--- src/rtl/mips_pkg.sv ---
// mips_pkg
// Shared definitions for the instruction-fetch path: fetch FSM state
// encoding, default datapath width and instruction-memory depth, and a
// helper that yields the last valid byte address of the instruction memory.
package mips_pkg;

   localparam int LARGURA_PADRAO      = 16;
   localparam int PALAVRAS_ROM_PADRAO = 64;

   typedef enum logic [1:0] {
      INICIO = 2'd0,
      BUSCA  = 2'd1,
      PARADO = 2'd2,
      ERRO   = 2'd3
   } estado_t;

   // Highest byte address that still holds a full 16-bit word.
   function automatic int ultimo_endereco(input int palavras);
      return 2 * palavras - 2;
   endfunction

endpackage

--- src/rtl/controle_busca_verifica_endereco.sv ---
// verifica_endereco
// Purely combinational check of a byte address against the instruction
// memory: it must be word aligned and not beyond the last word.
// Ports:
//   endereco  in  LARGURA  byte address to check
//   valido    out 1        1 when aligned and inside the memory
module verifica_endereco
   import mips_pkg::*;
#(
   parameter int LARGURA      = LARGURA_PADRAO,
   parameter int PALAVRAS_ROM = PALAVRAS_ROM_PADRAO
) (
   input  logic [LARGURA-1:0] endereco,
   output logic               valido
);

   localparam logic [LARGURA-1:0] LIMITE = LARGURA'(ultimo_endereco(PALAVRAS_ROM));

   assign valido = ~endereco[0] & (endereco <= LIMITE);

endmodule

--- src/rtl/controle_busca.sv ---
// controle_busca
// Instruction fetch controller. Drives pc to an external combinational
// instruction memory, registers the returned word into ir and offers it to
// decode with a valid/ready handshake; handles redirects, halt/resume and
// fetch faults.
//
// Handshake: ir/pc_ir are offered while ir_valido=1; a transfer happens on
// every rising edge where ir_valido=1 and ir_pronto=1. ir_valido never drops
// without a transfer except on a redirect, a fault or reset.
//
// Ports:
//   clk, rst_n       clock, synchronous active-low reset
//   pc               byte address presented to the instruction memory
//   instrucao        word read from memory at pc (same cycle)
//   ir, pc_ir        instruction offered to decode and its address
//   ir_valido        ir/pc_ir valid
//   ir_pronto        decode accepts ir this cycle
//   desvio, alvo     redirect request and its target byte address
//   parar, retomar   halt and resume requests
//   erro             fetch fault flag (sticky until reset)
//   estado           FSM state (debug visibility)
//   contador         number of instructions transferred to decode
module controle_busca
   import mips_pkg::*;
#(
   parameter int                  LARGURA      = LARGURA_PADRAO,
   parameter int                  PALAVRAS_ROM = PALAVRAS_ROM_PADRAO,
   parameter logic [LARGURA-1:0]  PC_INICIAL   = '0
) (
   input  logic               clk,
   input  logic               rst_n,
   output logic [LARGURA-1:0] pc,
   input  logic [LARGURA-1:0] instrucao,
   output logic [LARGURA-1:0] ir,
   output logic [LARGURA-1:0] pc_ir,
   output logic               ir_valido,
   input  logic               ir_pronto,
   input  logic               desvio,
   input  logic [LARGURA-1:0] alvo,
   input  logic               parar,
   input  logic               retomar,
   output logic               erro,
   output logic [1:0]         estado,
   output logic [15:0]        contador
);

   estado_t            st;
   logic               transferencia;
   logic [LARGURA-1:0] pc_mais2;
   logic               carry_pc;
   logic               mais2_ok;
   logic               alvo_ok;
   // Set when pc already points past the memory (or at a bad address loaded
   // while halted); the next capture attempt then faults instead of reading.
   logic               pc_fora;

   assign transferencia       = ir_valido & ir_pronto;
   assign {carry_pc, pc_mais2} = {1'b0, pc} + {{LARGURA{1'b0}}, 1'b0} + (LARGURA+1)'(2);
   assign estado              = st;

   verifica_endereco #(
      .LARGURA      (LARGURA),
      .PALAVRAS_ROM (PALAVRAS_ROM)
   ) u_verifica_mais2 (
      .endereco (pc_mais2),
      .valido   (mais2_ok)
   );

   verifica_endereco #(
      .LARGURA      (LARGURA),
      .PALAVRAS_ROM (PALAVRAS_ROM)
   ) u_verifica_alvo (
      .endereco (alvo),
      .valido   (alvo_ok)
   );

   always_ff @(posedge clk) begin
      if (!rst_n) begin
         st        <= INICIO;
         pc        <= PC_INICIAL;
         ir        <= '0;
         pc_ir     <= '0;
         ir_valido <= 1'b0;
         erro      <= 1'b0;
         contador  <= '0;
         pc_fora   <= 1'b0;
      end else begin
         if (transferencia) begin
            contador <= contador + 16'd1;
         end
         case (st)
            INICIO: begin
               st <= BUSCA;
            end
            BUSCA: begin
               if (desvio) begin
                  // Redirect wins over capture and halt; the pending ir is
                  // dropped. A bad target is kept in pc as the faulting value.
                  pc        <= alvo;
                  ir_valido <= 1'b0;
                  if (!alvo_ok) begin
                     st   <= ERRO;
                     erro <= 1'b1;
                  end else begin
                     pc_fora <= 1'b0;
                  end
               end else if (parar) begin
                  // No new captures; leave once the pending ir has drained.
                  if (!ir_valido || transferencia) begin
                     ir_valido <= 1'b0;
                     st        <= PARADO;
                  end
               end else if (!ir_valido || transferencia) begin
                  if (pc_fora) begin
                     st        <= ERRO;
                     erro      <= 1'b1;
                     ir_valido <= 1'b0;
                  end else begin
                     ir        <= instrucao;
                     pc_ir     <= pc;
                     ir_valido <= 1'b1;
                     pc        <= pc_mais2;
                     pc_fora   <= ~mais2_ok | carry_pc;
                  end
               end
            end
            PARADO: begin
               ir_valido <= 1'b0;
               if (desvio) begin
                  pc      <= alvo;
                  pc_fora <= ~alvo_ok;
               end else if (retomar) begin
                  st <= BUSCA;
               end
            end
            ERRO: begin
               erro      <= 1'b1;
               ir_valido <= 1'b0;
            end
            default: begin
               st <= ERRO;
            end
         endcase
      end
   end

endmodule

--- config.mk ---
export PLATFORM = sky130hd
export DESIGN_NAME = controle_busca
export DESIGN_NICKNAME = d
export VERILOG_FILES = /design/src/rtl/mips_pkg.sv /design/src/rtl/controle_busca_verifica_endereco.sv /design/src/rtl/controle_busca.sv
export SDC_FILE = /design/constraint.sdc
export NUM_CORES = 1
export LEC_CHECK = 0
export ABC_AREA = 1
export BUFFER_PORTS_ARGS = -buffer_cell sky130_fd_sc_hd__buf_2
export CAP_MARGIN = 20
export CORE_UTILIZATION = 41
export DETAILED_ROUTE_END_ITERATION = 8
export GPL_TIMING_DRIVEN = 0
export MAX_ROUTING_LAYER = met4
export PLACE_DENSITY = 0.75
export SLEW_MARGIN = 5
export SYNTH_ARGS = -nofsm -noshare
export SYNTH_HDL_FRONTEND = slang
export SYNTH_HIERARCHICAL = 1
export SYNTH_SLANG_ARGS = --single-unit
--- constraint.sdc ---
create_clock -name clk -period 4.9 [get_ports clk]
set_clock_uncertainty 0.2 [all_clocks]
set_input_delay 0.98 -clock clk [delete_from_list [all_inputs] [get_ports clk]]
set_output_delay 0.98 -clock clk [all_outputs]
set_load 0.01 [all_outputs]
==> reports/qor.yml <==
most-common-layout-cells: "buf_2 (105), nand2_1 (99), nor2_1 (92), inv_1 (86), dfxtp_1 (69)"
diodes: 0
rsz0062_at_grt: "no"
ir_drop_v: 0.0002170
async_flop_share_pct: 0
first_pass_iters: 5
cts_inserted_buffers: 9
grt_pass1_wl_mm: 15.03
gp_congestion: 0.8784
synthTopCellsByArea: "dfxtp_1 (39%), nand2_1 (11%), nor2_1 (9.8%)"
synth_top_area_cell: "dfxtp_1"
synth_edf_count: 0
antenna_found_initial: 0
grt_use_total_pct: 22.24
yosysSeqAreaShare_pct: 39.30
grt_pass1_vias: 3329
hp-class: "flop to flop"
clkTransAtPathRegs_ns: 0.07
seq_area_um2: 1381
endpoint_kind: "flop"
clockBufferDepth: 2
nFillCells: 872
period_share_pct: 49.51
core_um2: 8258
hold_violations: 0
worstSetupPathType: "input pin to flop"
drt-total-wl_mm: 9.448
slowest_stage: "nand4_1"
synthToLayoutAreaGrowth_pct: 23.53
rows: 33
worstPathRequired_ns: 4.92
post-route-util_pct: 52.58
path_delay_family: "simple AND/OR/NAND/NOR gates"
first_iter_violations: 224
ctsHoldBuffers: 0
top_level_ports: 106
die_h_um: 94.59
cts_root_buf: "clkbuf_8"
cp.arrival_ns: 2.45
cts_setup_buffers: 0
synthCells: 544
die_x_um: 94.59
ys_ff_latch: 69
cts_tree: "built"
cts_max_level: 3
syn-cell-area_um2: 3515
max_stage_delay_ns: 0.44
die_area_um2: 8946
viasPerCell: 4.900
fmax_mhz: 412.2
status: "completed"
relSlewSlack_pct: 62.52
worst_pin_slew_ns: 0.5622
startpoint_type: "input pin"
clk_latency_ns: 0.34
vias: 3773
synth_cell_type_count: 23
setup_viol: 0
drive_gt1_share_pct: 19.85
path_buf_inv: 2
multi_input_area_um2: 1720
ys_warn_count: 6
final_common_cell: "buf_2"
synthesis.nets: 587
dp.final_hpwl_mm: 7.178
power_density_nw_per_um2: 400.5
cts.sinks: 69
cp_max_fo: 10
synth_top_area_share_pct: 39.30
postSynthAreaPerCell_um2: 6.461
start_util_pct: 42.56
max_cap_viol_count: 0
crit_chain: "buf_2, nor2_1, nand4_1, clkbuf_1, o21ai_0, a21oi_1"
nets: 703
grt_max_degree: 12
drc_errors: 0
ys.flop_type: "dfxtp_1"
period_needed_ns: 2.426
report.final.slew_viol_count: 0
routedWlPerCell_um: 12.27
numPortBuffers: 105
detail-route-antenna-nets: 0
grt_overflow_total: 0
tns_ns: 0
p_leak_nw: 2.001
post_cts_resized: 0
cells in the mapped netlist (3+ instances only):
master / count
inv_1: 86
nor3_1: 4
xor2_1: 4
nand2_2: 3
o21ai_0: 61
nand4_1: 14
nand3_1: 19
nand2_1: 99
ha_1: 5
a21oi_1: 57
dfxtp_1: 69
clkbuf_1: 13
buf_4: 3
nor2_1: 92
nor2_2: 3
layer usage:
layer	part of all wire, %	vias up	wire length, um	GRT usage [%]
met3	6.2	17	582	4.348
met1	45	1665	4221	25.95
li1	-	1962	-	-
met2	47	129	4431	37.08
met4	2.2	0	212	9.722
met5	0	-	0	-
path summary, 6_finish.rpt:
kind                  start   endpoint  slack (ns)  cells after the start
setup / recovery      parar   pc_ir[0]        2.47                      6
hold / removal    pc_ir[11]  pc_ir[11]        0.24                      2
setup reg to reg      pc[1]    pc_fora        2.52                     15
hold reg to reg   pc_ir[11]  pc_ir[11]        0.24                      2
where the power goes:
group	total (mW)	internal, mW	switching (mW)
logic	0.584	0.227	0.358
registers	0.743	0.648	0.0950
clock network	0.411	0.198	0.213
total	1.74	1.07	0.666
final cells by class:
| class | count | share of cell area [%] |
|---|---|---|
| multi-input combinational | 370 | 39.63 |
| sequential | 69 | 31.82 |
| timing repair buffer | 105 | 12.10 |
| inverter | 88 | 7.608 |
| clock buffer | 13 | 3.429 |
| tap | 105 | 3.026 |
| buffer | 17 | 1.902 |
| clock inverter | 3 | 0.4899 |
per-stage QoR:
| stage | cell area (um^2) | power, mW | instances | setup WS [ns] | hold WS (ns) |
|---|---|---|---|---|---|
| 6_report | 4342 | 1.739 | 770 | 2.474 | 0.2413 |
| 5_1_grt | 4342 | 1.861 | 770 | 2.340 | 0.2571 |
| 4_1_cts | 4342 | 1.746 | 770 | 2.524 | 0.2447 |
| 3_5_place_dp | 4172 | 1.336 | 754 | 2.199 | 0.2340 |
| 3_3_place_gp | 4172 | 1.318 | 754 | 2.238 | 0.2292 |
| 2_1_floorplan | 3515 | 1.129 | 544 | 2.752 | 0.2475 |
worst reg2reg max path, cell delays in order (launching register included):
cell and delay [ns]:
dfxtp_1 0.44, ha_1 0.22, nand3_1 0.20, nor2_1 0.28, nand3_1 0.10, nand2_1 0.07, nand2_1 0.07, nor2_1 0.11
nand2_1 0.06, nor2_1 0.11, nand2_1 0.05, o21bai_1 0.16, nand2_1 0.06, nand2_1 0.05, nand2_1 0.06, inv_1 0.04
kinds of logic (layout without fill, tap and decap cells):
| group | count (synthesis) | count (layout) | share of synthesized area (%) |
|---|---|---|---|
| AOI/OAI and AO/OA | 122 | 122 | 17.66 |
| xor gates and xnor gates | 4 | 4 | 0.9967 |
| adders and majority gates | 5 | 5 | 1.780 |
| buffers and inverters | 105 | 226 | 11.75 |
| DFF | 69 | 69 | 39.30 |
| and+or+nand+nor | 239 | 239 | 28.52 |
flip-flops by register name, indices dropped and copies added (netlist names):
name       count
ir_valido      1
estado         2
erro           1
pc_ir         16
ir            16
contador      16
pc            16
pc_fora        1
(Power assumes the default switching activity.)
